File: config.mk
export PLATFORM = sky130hd
export DESIGN_NAME = fetch_sequencer
export DESIGN_NICKNAME = d
export VERILOG_FILES = /design/src/rtl/fetch_pkg.sv /design/src/rtl/fetch_fifo.sv /design/src/rtl/fetch_sequencer.sv
export SDC_FILE = /design/constraint.sdc
export NUM_CORES = 1
export LEC_CHECK = 0
export ABC_CLOCK_PERIOD_IN_PS = 10750
export CAP_MARGIN = 20
export CORE_ASPECT_RATIO = 0.7
export CORE_UTILIZATION = 50
export CTS_CLUSTER_DIAMETER = 80
export CTS_CLUSTER_SIZE = 20
export DETAILED_ROUTE_END_ITERATION = 10
export PLACE_DENSITY_LB_ADDON = 0.25
export SETUP_SLACK_MARGIN = 0.05
export SKIP_CTS_REPAIR_TIMING = 1
export SYNTH_ARGS = -nofsm -noshare
export SYNTH_HDL_FRONTEND = slang
export SYNTH_SLANG_ARGS = --single-unit
export TNS_END_PERCENT = 30
File: constraint.sdc
create_clock -name clk -period 10.75 [get_ports clk]
set_input_delay 2.15 -clock clk [delete_from_list [all_inputs] [get_ports clk]]
set_output_delay 2.15 -clock clk [all_outputs]
set_load 0.005 [all_outputs]
File: src/rtl/fetch_pkg.sv
// fetch_pkg: shared FSM state type and bundle-size helper for the fetch sequencer
package fetch_pkg;

    typedef enum logic [1:0] {IDLE, FETCH, DISCARD} fetch_state_t;

    function automatic int unsigned bundle_bytes(input int unsigned isize);
        return isize / 8;
    endfunction

endpackage

File: src/rtl/fetch_fifo.sv
// fetch_fifo: synchronous bundle FIFO with push/pop/flush; flush beats push and pop
//   clk, rst_n   clock, asynchronous active-low reset
//   push_i/data_i  write an entry (ignored when full and not popping)
//   pop_i          remove the head entry (ignored when empty)
//   flush_i        empty the FIFO
//   head_o         head entry, count_o occupancy
module fetch_fifo #(
    parameter int WIDTH = 192,
    parameter int DEPTH = 4
) (
    input  logic                       clk,
    input  logic                       rst_n,
    input  logic                       push_i,
    input  logic [WIDTH-1:0]           data_i,
    input  logic                       pop_i,
    input  logic                       flush_i,
    output logic [WIDTH-1:0]           head_o,
    output logic [$clog2(DEPTH):0]     count_o
);
    localparam int AW = $clog2(DEPTH);

    logic [WIDTH-1:0] mem_q [DEPTH];
    logic [AW-1:0]    wr_q, rd_q;
    logic [AW:0]      cnt_q;
    logic             do_push, do_pop;

    assign do_pop  = pop_i && cnt_q != '0;
    assign do_push = push_i && (cnt_q != (AW+1)'(DEPTH) || do_pop);
    assign head_o  = mem_q[rd_q];
    assign count_o = cnt_q;

    always_ff @(posedge clk or negedge rst_n) begin
        if (!rst_n) begin
            wr_q  <= '0;
            rd_q  <= '0;
            cnt_q <= '0;
        end else if (flush_i) begin
            wr_q  <= '0;
            rd_q  <= '0;
            cnt_q <= '0;
        end else begin
            wr_q  <= do_push ? wr_q + AW'(1) : wr_q;
            rd_q  <= do_pop ? rd_q + AW'(1) : rd_q;
            cnt_q <= cnt_q + (AW+1)'(do_push) - (AW+1)'(do_pop);
        end
    end

    always_ff @(posedge clk) begin
        if (do_push && !flush_i)
            mem_q[wr_q] <= data_i;
    end

endmodule

File: src/rtl/fetch_sequencer.sv
// fetch_sequencer: drives the I-MMU fetch handshake and buffers returned bundles for decode
//   clk, rst_n                         clock, asynchronous active-low reset
//   redirect, redirectPc               restart fetch at (aligned) redirectPc
//   fetchAddress, doFetch, doneFetch   MMU request/completion handshake
//   fetchInstruction                   bundle returned with doneFetch
//   bundleValid, bundle, bundlePc      FIFO head towards decode
//   bundleReady                        decode accepts head
module fetch_sequencer
    import fetch_pkg::*;
#(
    parameter int          INSTRUCTIONSIZE = 128,
    parameter int          FIFO_DEPTH      = 4,
    parameter logic [63:0] RESET_PC        = 64'h0
) (
    input  logic                       clk,
    input  logic                       rst_n,
    input  logic                       redirect,
    input  logic [63:0]                redirectPc,
    output logic [63:0]                fetchAddress,
    output logic                       doFetch,
    input  logic                       doneFetch,
    input  logic [INSTRUCTIONSIZE-1:0] fetchInstruction,
    output logic                       bundleValid,
    output logic [INSTRUCTIONSIZE-1:0] bundle,
    output logic [63:0]                bundlePc,
    input  logic                       bundleReady
);
    localparam logic [63:0] STEP  = 64'(bundle_bytes(INSTRUCTIONSIZE));
    localparam logic [63:0] ALIGN = ~(STEP - 64'd1);
    localparam int          CW    = $clog2(FIFO_DEPTH) + 1;

    fetch_state_t state_q, state_d;
    logic [63:0]  pc_q, pc_d, pend_q, pend_d;
    logic [63:0]  target;
    logic [CW-1:0] count, cnt_after;
    logic         push, pop;
    logic [INSTRUCTIONSIZE+63:0] head;

    assign target    = redirectPc & ALIGN;
    assign pop       = bundleValid && bundleReady;
    // Only reached from FETCH, where count < FIFO_DEPTH always holds, so no overflow here.
    assign cnt_after = count + CW'(1) - CW'(pop);

    always_comb begin
        state_d = state_q;
        pc_d    = pc_q;
        pend_d  = pend_q;
        push    = 1'b0;
        case (state_q)
            IDLE: begin
                if (redirect) begin
                    pc_d    = target;
                    state_d = FETCH;
                end else if (count != CW'(FIFO_DEPTH)) begin
                    state_d = FETCH;
                end
            end
            FETCH: begin
                if (redirect && doneFetch) begin
                    pc_d = target;
                end else if (redirect) begin
                    // The MMU request cannot be cancelled; keep driving it and drop its data.
                    pend_d  = target;
                    state_d = DISCARD;
                end else if (doneFetch) begin
                    push    = 1'b1;
                    pc_d    = pc_q + STEP;
                    state_d = cnt_after < CW'(FIFO_DEPTH) ? FETCH : IDLE;
                end
            end
            DISCARD: begin
                if (doneFetch) begin
                    pc_d    = redirect ? target : pend_q;
                    state_d = FETCH;
                end else if (redirect) begin
                    pend_d = target;
                end
            end
            default: state_d = IDLE;
        endcase
    end

    always_ff @(posedge clk or negedge rst_n) begin
        if (!rst_n) begin
            state_q <= IDLE;
            pc_q    <= RESET_PC;
            pend_q  <= RESET_PC;
        end else begin
            state_q <= state_d;
            pc_q    <= pc_d;
            pend_q  <= pend_d;
        end
    end

    fetch_fifo #(
        .WIDTH(INSTRUCTIONSIZE + 64),
        .DEPTH(FIFO_DEPTH)
    ) u_fifo (
        .clk     (clk),
        .rst_n   (rst_n),
        .push_i  (push),
        .data_i  ({fetchInstruction, pc_q}),
        .pop_i   (pop),
        .flush_i (redirect),
        .head_o  (head),
        .count_o (count)
    );

    assign doFetch      = state_q != IDLE;
    assign fetchAddress = pc_q;
    assign bundleValid  = count != '0;
    assign bundle       = bundleValid ? head[INSTRUCTIONSIZE+63:64] : '0;
    assign bundlePc     = bundleValid ? head[63:0] : '0;

endmodule

==> flow_summary.toml <==
[critical_path]
cp_slowest_stage_delay_ns = 0.93
crit_path_start_kind = "register"
path_cells = "buf_4, buf_4, mux4_2, and2_1, clkdlybuf4s50_1"
crit_top_cell = "buf_4"
cp_max_fo = 54
path_delay_family = "buffers and inverters"
crit_required_ns = 8.60
slowest_stage = "dfrtp_4"
path_buf_inv = 3
crit_arrival_ns = 4.00
worstSetupEndpointType = "output port"
path_class = "register to output port"

[floorplanning]
die_w_um = 331
die_h_um = 232
io_pins = 455
start_util = 0.505
core_area_um2 = 75000
fp.dieArea_um2 = 76900
fp-row-count = 84

[placed_design]
gp_congestion = 0.869
hpwl_um = 57800
dp.cells = 3540
dpl_cell_area_um2 = 43400
dp_slack_ns = 4.92
port_buffers = 450

[cts]
cts_root_buffer = "clkbuf_16"
cts_buffers = 52
clk_latency_ns = 0.65
clkSinkCount = 905
cts_max_path_buffers = 3
h-tree-depth = 2
tritoncts = "built"
path_clk_slew_ns = 0.09

[grt]
grt_overflow = 0
grt_max_degree = 85
antenna_found_initial = 10
first_global_vias = 22200
track_usage = 0.238
grt_pass1_wl_um = 138000

[sta]
finalClockSkew_ns = 0.0259
max_freq_ghz = 0.163
grt_setup_unrepaired = "no"
tns_ns = 0
setup_slack_ns = 4.60
slew_violations = 0
period_share = 0.572
hold_viol = 0
setup_violations = 0
fin_crit_ns = 6.15
timing.slew.headroom = 0.240
worst_pin_slew_ns = 1.14

[synth]
async_reset_ff_frac = 0.151
ys_seq_area_frac = 0.699
syn_area_per_cell_um2 = 17.1
synth_cells = 2211
synth_cell_types = 78
synth_edf_count = 768
yosys.area.top_type = "edfxtp_1"
yosysTopAreaCellShare = 0.608
synth_nets = 2421
yosys_register_bits = 905
synthFlopType = "edfxtp_1"
synth_area_um2 = 37900
synth_area_leaders = "edfxtp_1, mux4_2, dfrtp_1"
yosys_warnings = 0

[finish]
multi_input_area_um2 = 10700
final_cell_mix = "edfxtp_1, clkdlybuf4s50_1, and2_1"
layout_commonest_cell = "edfxtp_1"
seqCellArea_um2 = 26500
num-nets-final = 2816
final_area_um2 = 44900
final_cells = 3633
area_growth_pct = 18.6
nFillCells = 5526
drive_above_1_share = 0.150

[detailed_routing]
finalWirelength_um = 92800
ant_nets = 0
first_pass_iters = 7
avgViaCountPerCell = 6.10
drtIter0Drc = 1827
drt-wirelength-per-cell_um = 25.5
drcViolationCount = 0
vias = 22100

[power]
p_per_area_nw_per_um2 = 240
p_leak_nw = 14.5
total_power_mw = 10.8
peakVddDrop_mv = 0.153

[run_status]
outcome = "complete, no violations"

[min_path]
hold_class = "register to register"

[job]
drv_cap = 0
[through the flow]
stage	hold slack [ns]	utilization
6_report	0.498	0.599
5_1_grt	0.508	0.599
4_1_cts	0.499	0.598
3_5_place_dp	0.472	0.578
3_3_place_gp	0.466	0.578
2_1_floorplan	0.451	-
[power by group]
group	internal (mW)	switching [mW]	leakage (nW)
sequential	4.33	0.540	8.62
clock	0.954	1.11	0.726
combinational	2.04	1.81	5.12
total	7.32	3.46	14.5
[per-layer routing]
metal  GRT usage  part of all wire  vias up
li1            -                 -     9606
met1       0.340              0.41    11500
met2       0.368              0.47      910
met3      0.0553             0.089      162
met4      0.0671             0.024       10
met5           0           0.00069        -
[registers in the layout, indices dropped and copies added, names as in the netlist]
name,flops
fetchAddress,64
pend_q,64
state_q,2
u_fifo.count_o,3
u_fifo.mem_q,768
u_fifo.rd_q,2
u_fifo.wr_q,2
[tightest hold or removal path, delay by kind of cell (launching register included)]
kind / cells / cell delay (ns)
DFF: 1 / 0.35
and+or+nand+nor: 1 / 0.05
AOI/OAI and AO/OA: 1 / 0.06
[synth_stat cells (15+ instances only)]
library cell	instances
nor4_1	27
clkbuf_1	84
and2_1	203
mux2i_1	26
nand4_1	27
inv_1	32
a22oi_1	21
buf_2	38
nand2_1	84
a21oi_1	25
edfxtp_1	768
nor3_1	28
o21ai_0	64
mux4_2	192
or4_1	15
mux2_2	70
a22o_1	15
nor2_1	64
dfrtp_1	137
nand3_1	36
buf_1	23
[layout make-up]
class / count / area share
antenna: 6 / 0.000334
clock buffer: 80 / 0.0320
clock inverter: 6 / 0.00192
inverter: 33 / 0.00276
multi-input combinational: 1128 / 0.239
sequential: 905 / 0.590
tap: 989 / 0.0275
timing repair buffer: 486 / 0.107
[worst paths after layout]
check	cells after the start	end	start	slack, ns
worst min register to register	2	pend_q[21]	pend_q[21]	0.50
max in group asynchronous	2	fetchAddress[34]	rst_n	7.83
worst min-delay path	2	pend_q[21]	pend_q[21]	0.50
worst max-delay path	5	bundle[41]	u_fifo.rd_q[1]	4.60
worst max register to register	6	u_fifo.mem_q[2][109]	state_q[1]	6.61
min in group asynchronous	1	fetchAddress[0]	rst_n	1.53
[logic make-up (layout without fill, tap and decap cells)]
logic type	count (synthesis)	in the layout	share of synthesized area
other	0	6	0
muxes	288	288	0.142
buffers and inverters	178	605	0.0189
AOI/OAI and AO/OA	258	258	0.0497
and+or+nand+nor	555	555	0.0831
xor gates and xnor gates	14	14	0.00323
DFF	905	905	0.699
adders and majority gates	13	13	0.00449
(Power assumes the default switching activity.)
==> variant 1 (same settings) <==
Set the parameter `INSTRUCTIONSIZE` to 256 (it was 128).
--- a/src/rtl/fetch_sequencer.sv
+++ b/src/rtl/fetch_sequencer.sv
@@ -8,7 +8,7 @@
 module fetch_sequencer
     import fetch_pkg::*;
 #(
-    parameter int          INSTRUCTIONSIZE = 128,
+    parameter int          INSTRUCTIONSIZE = 256,
     parameter int          FIFO_DEPTH      = 4,
     parameter logic [63:0] RESET_PC        = 64'h0
 ) (
Interface: changed (resized bundle and fetchInstruction); port bits go from 455 to 711. No check against the original RTL was run, so the function may have changed too.
==> variant 1 against the original RTL <==
- sequential cell count increased by 512
- design area increased by 50%
- synthesized area is 49% higher
- critical path depth stayed put
- total power up 44%
- sequential share of layout area grew 3.0 points
- via count grew 35%
- combinational power increased by 38%
- setup slack got worse by 0.019 ns
- global-route usage decreased by 0.83 points
- wire length increased by 43%
- final cell count up 42%
- core utilization is 0.82 points higher
- critical path type unchanged
==> variant 1: results (changes against the original RTL) <==
| Metric | Value |
|---|---|
| FF-to-FF path depth | `8 (was 6)` |
| Root Driver | `clkbuf_16 (unchanged)` |
| Layout Nets | `3929 (was 2816)` |
| Slowest CP cell | `buf_12 (was dfrtp_4)` |
| DP Cell Count | `5016 (was 3540)` |
| Largest net degree at the start of global routing | `159 (was 85)` |
| Number of enable flip-flop cells after synthesis | `1280 (was 768)` |
| Worst vdd ir | `189 uV (was 153 uV)` |
| Syn nets | `3271 (was 2421)` |
| Setup Skew | `0.0268 ns (was 0.0259 ns)` |
| Leakage | `21.4 nW (was 14.5 nW)` |
| Worst-path fanout max | `107 (was 54)` |
| Fillers | `8048 (was 5526)` |
| Port Buffers | `705 (was 450)` |
| Proportion of layout cells with a drive suffix above 1 | `15.4% (was 15.0%)` |
| Slew @ Worst Pin | `1.15 ns (was 1.14 ns)` |
| Wire length on met3 | `9170 microns (was 8270 microns)` |
| Worst Hold Class | `reg2reg (unchanged)` |
| Register area share after synthesis | `74.1% (was 69.9%)` |
| Non-Filler Instances | `5145 (was 3633)` |
| Synthesized area per cell | `19.3 sq um (was 17.1 sq um)` |
| CTS clock-pin slew for the worst setup and hold paths | `0.09 ns (about the same)` |
| CP top delay family | `buffers and inverters (unchanged)` |
| CTS buffer count | `81 (was 52)` |
| Critical Path AT | `4.02 ns (was 4.00 ns)` |
| Number of global-route vias before repair | `29406 (was 22170)` |
| Most common library cells after synthesis | `edfxtp_1, and2_1, mux4_2, dfrtp_1, clkbuf_1 (was edfxtp_1, and2_1, mux4_2, dfrtp_1)` |
| Total Routing Usage GR | `23.0% (was 23.8%)` |
| Most flops, register | `u_fifo.mem_q (unchanged)` |
| First-pass GRT wire length | `197000 microns (was 138000 microns)` |
| GPL Wtd Cong | `0.806 (was 0.869)` |
| Post-DP HPWL | `81600 microns (was 57800 microns)` |
| H-tree levels | `3 (was 2)` |
| Min-Delay Path Depth | `1 (was 2)` |
| Status | `finished, final reports clean (unchanged)` |
| Ys async rst share | `9.67% (was 15.1%)` |
| Post-synth top area share | `68.0% (was 60.8%)` |
| First-pass iteration count of the detailed router | `7 (unchanged)` |
| Switching Fraction | `29.9% (was 32.1%)` |
| Slowest cell delay on critical path | `0.71 ns (was 0.93 ns)` |
| Area contributors post-synth | `edfxtp_1, mux4_2, dfrtp_1 (unchanged)` |
| Drt via density | `5.82 (was 6.10)` |
| Ys Warns | `0 (unchanged)` |
| Routed Wire Length | `133000 microns (was 92800 microns)` |
| Netlist cell types | `67 (was 78)` |
| Top layer used by detailed routing | `met5 (unchanged)` |
| Max reg flops | `1280 (was 768)` |
| Skew-Pair Late Insertion Delay | `0.68 ns (was 0.65 ns)` |
| Starting DRT DRC Count | `2838 (was 1827)` |
| Met1 Routed Length | `54700 microns (was 38300 microns)` |
| Initial antenna violation count | `29 (was 10)` |
| Max clock buf depth | `3 (unchanged)` |
| Met2 wire len | `65900 microns (was 43900 microns)` |
## variant 1: cells by family (layout without fill, tap and decap cells)
group,after synthesis,in the layout,synth area share (%)
compound gates,309,309,3.68
xor+xnor,13,13,0.201
fa+ha+maj,13,13,0.301
buf+inv,195,887,1.39
flops,1417,1417,74.1
mux,406,406,14.5
other cells,0,12,0
simple gates,580,580,5.91
## variant 1: area by class of cell
| cell class | count | share of cell area, % |
|---|---|---|
| inverter | 26 | 0.144 |
| sequential | 1417 | 62.0 |
| antenna | 12 | 0.0445 |
| timing repair buffer | 744 | 11.1 |
| multi-input combinational | 1321 | 20.6 |
| clock inverter | 9 | 0.156 |
| clock buffer | 108 | 3.20 |
| tap | 1508 | 2.79 |
## variant 1: path summary, 6_finish.rpt
| kind | to | slack [ns] | startpoint |
|---|---|---|---|
| worst max register to register | u_fifo.mem_q[2][240] | 7.11 | state_q[1] |
| worst min register to register | pend_q[3] | 0.49 | pend_q[3] |
| worst max-delay path | bundle[232] | 4.58 | u_fifo.rd_q[0] |
| min in group asynchronous | pend_q[11] | 1.50 | rst_n |
| max in group asynchronous | u_fifo.rd_q[1] | 7.74 | rst_n |
| worst min-delay path | pend_q[3] | 0.49 | pend_q[3] |
## variant 1: through the flow
step                power, mW  setup WS, ns  instance area (sq um)
floorplan                9.96        -0.706                  56500
global placement         12.5          5.10                  65300
detailed placement       12.6          5.14                  65300
CTS                      15.7          4.39                  67500
global route             16.3          4.27                  67500
finish                   15.6          4.58                  67600
## variant 1: metal layers
metal | vias to the layer above | global-route usage [%]
li1 | 13087 | -
met1 | 15648 | 31.7
met2 | 982 | 37.3
met3 | 195 | 5.14
met4 | 38 | 5.98
met5 | - | 0
## variant 1: power groups by stage
| stage | registers [mW] | clock network [mW] | logic (mW) |
|---|---|---|---|
| final | 7.09 | 3.14 | 5.33 |
| after global routing | 7.15 | 3.39 | 5.71 |
| after detailed placement | 7.21 | 0 | 5.39 |
| after floorplan | 7.07 | 0 | 2.89 |
| after global placement | 7.18 | 0 | 5.36 |
| after CTS | 7.08 | 3.22 | 5.41 |
==> variant 2 (same settings) <==
Without the edit above. The 3 states of `fetch_state_t` get a one-hot encoding in 3 bits.
--- a/src/rtl/fetch_pkg.sv
+++ b/src/rtl/fetch_pkg.sv
@@ -1,7 +1,7 @@
 // fetch_pkg: shared FSM state type and bundle-size helper for the fetch sequencer
 package fetch_pkg;
 
-    typedef enum logic [1:0] {IDLE, FETCH, DISCARD} fetch_state_t;
+    typedef enum logic [2:0] {IDLE = 3'b001, FETCH = 3'b010, DISCARD = 3'b100} fetch_state_t;
 
     function automatic int unsigned bundle_bytes(input int unsigned isize);
         return isize / 8;
Formal check against the unedited RTL: same outputs for any inputs over 4 cycles, from zero or initial values and one cycle with rst_n low; so few cycles prove little.
==> variant 2 against the original RTL <==
- synthesized cell count fell by 8.9%
- wire length decreased by 6.9%
- register-to-register slack got worse by 0.23 ns
- core utilization increased by 0.83 points
- setup slack got worse by 0.0057 ns
- synthesized area fell by 3.1%
- total power is 6.2% lower
- design area decreased by 2.6%
- critical path depth did not move
- maximum frequency about the same
- sequential cell count is 1 higher
- global-route usage is 0.75 points lower
- non-clock buffer count down 10
- critical endpoint is now bundlePc[17]
- largest power group unchanged
- highest routed layer unchanged
==> variant 2: results (changes against the original RTL) <==
| Metric | Value |
|---|---|
| Status | `finished, final reports clean (unchanged)` |
| Slowest cell delay on critical path | `0.86 ns (was 0.93 ns)` |
| Critical Path AT | `4.01 ns (was 4.00 ns)` |
| Worst vdd ir | `144 uV (was 153 uV)` |
| FF-to-FF path depth | `5 (was 6)` |
| Slowest CP cell | `buf_4 (was dfrtp_4)` |
| Ys async rst share | `15.2% (was 15.1%)` |
| Initial antenna violation count | `15 (was 10)` |
| Rel. slew slack | `21.2% (was 24.0%)` |
| Worst-path fanout max | `58 (was 54)` |
| Starting DRT DRC Count | `2050 (was 1827)` |
| Register area share after synthesis | `72.2% (was 69.9%)` |
| Wire per inst | `25.1 microns (was 25.5 microns)` |
| Drt via density | `5.94 (was 6.10)` |
| Most common library cells after synthesis | `edfxtp_1, and2_1, mux4_2, dfrtp_1, clkbuf_1 (was edfxtp_1, and2_1, mux4_2, dfrtp_1)` |
| First-pass iteration count of the detailed router | `8 (was 7)` |
| Min Hold Slack | `0.499 ns (was 0.498 ns)` |
| Post-DP HPWL | `51400 microns (was 57800 microns)` |
| Setup Skew | `0.0311 ns (was 0.0259 ns)` |
| Worst slack, placed | `4.39 ns (was 4.92 ns)` |
| Area contributors post-synth | `edfxtp_1, mux4_2, dfrtp_1 (unchanged)` |
| Worst Hold Class | `reg2reg (unchanged)` |
| DP Area | `42200 sq um (was 43400 sq um)` |
| Layout Nets | `2629 (was 2816)` |
| CTS buffer count | `51 (was 52)` |
| Total Routing Usage GR | `23.1% (was 23.8%)` |
| Leakage | `14.2 nW (was 14.5 nW)` |
| Min Tclk post-route | `6.16 ns (was 6.15 ns)` |
| Reg2Reg Setup Slack | `6.38 ns (was 6.61 ns)` |
| Largest net degree at the start of global routing | `163 (was 85)` |
| Number of global-route vias before repair | `20454 (was 22170)` |
| Min-Delay Path Depth | `1 (was 2)` |
| Syn nets | `2220 (was 2421)` |
| Fillers | `5194 (was 5526)` |
| First-pass GRT wire length | `130000 microns (was 138000 microns)` |
| Proportion of layout cells with a drive suffix above 1 | `15.0% (about the same)` |
| GPL Wtd Cong | `0.834 (was 0.869)` |
-- variant 2: cell count changes in the layout (fill, tap and decap cells not counted), sizes merged, moves of 11 or more --
cell / delta
nand3: -18
and3: +11
inv: -17
or4: -13
mux2i: -22
mux2: -11
and2: +11
nor2: -15
buf: -11
nand2: -20
or3: -11
nor4: -20
-- variant 2: cell families (layout without fill, tap and decap cells) --
group | count (synthesis) | count (layout) | share of synthesized area (%)
AO/OA/AOI/OAI | 241 | 241 | 4.60
XOR/XNOR | 20 | 20 | 0.477
adder cells (fa/ha/maj) | 9 | 9 | 0.327
buffers and inverters | 135 | 586 | 1.56
flip-flops | 906 | 906 | 72.2
multiplexers | 255 | 255 | 13.7
other | 0 | 12 | 0
AND/OR/NAND/NOR | 448 | 448 | 7.14
-- variant 2: metrics by stage --
stage | cells | utilization (%)
6_report | 3443 | 60.7
5_1_grt | 3439 | 60.7
4_1_cts | 3430 | 60.6
3_5_place_dp | 3335 | 58.6
3_3_place_gp | 3334 | 58.5
2_1_floorplan | 2014 | -
-- variant 2: final timing paths --
kind                                startpoint              endpoint
worst min register to register       pend_q[3]             pend_q[3]
worst max register to register      state_q[1]  u_fifo.mem_q[0][176]
max in group asynchronous                rst_n            pend_q[59]
worst max-delay path            u_fifo.rd_q[1]          bundlePc[17]
min in group asynchronous                rst_n            pend_q[25]
worst min-delay path                 pend_q[3]             pend_q[3]
-- variant 2: critical path: cells and delay by family (launching register included) --
kind | cells | cell delay [ns]
buffers and inverters | 3 | 2.02
flip-flops | 1 | 0.70
multiplexers | 1 | 0.35
AND/OR/NAND/NOR | 1 | 0.24
-- variant 2: final cells by class --
cell class | count | area, sq um | area share (%)
well taps | 966 | 1210 | 2.76
clock buffers | 90 | 1420 | 3.25
clock inverters | 5 | 70.1 | 0.160
multi-input cells | 973 | 9680 | 22.1
diodes | 12 | 30.0 | 0.0686
flip-flops and latches | 906 | 26500 | 60.6
inverters | 15 | 56.3 | 0.129
repair buffers | 476 | 4800 | 11.0
-- variant 2: routing by layer --
layer | vias to the layer above | wire [microns] | share of wire [%] | GRT usage (%)
met3 | 128 | 7310 | 8.5 | 5.11
li1 | 8850 | - | - | -
met2 | 882 | 41200 | 48 | 35.8
met4 | 6 | 2090 | 2.4 | 6.62
met1 | 10601 | 35800 | 41 | 33.1
met5 | - | 38 | 0.044 | 0
-- variant 2: power by group --
group | switching (mW) | total, mW | internal [mW] | leakage (nW)
combinational | 1.45 | 3.34 | 1.89 | 4.92
clock | 1.12 | 2.03 | 0.911 | 0.707
sequential | 0.492 | 4.74 | 4.25 | 8.62
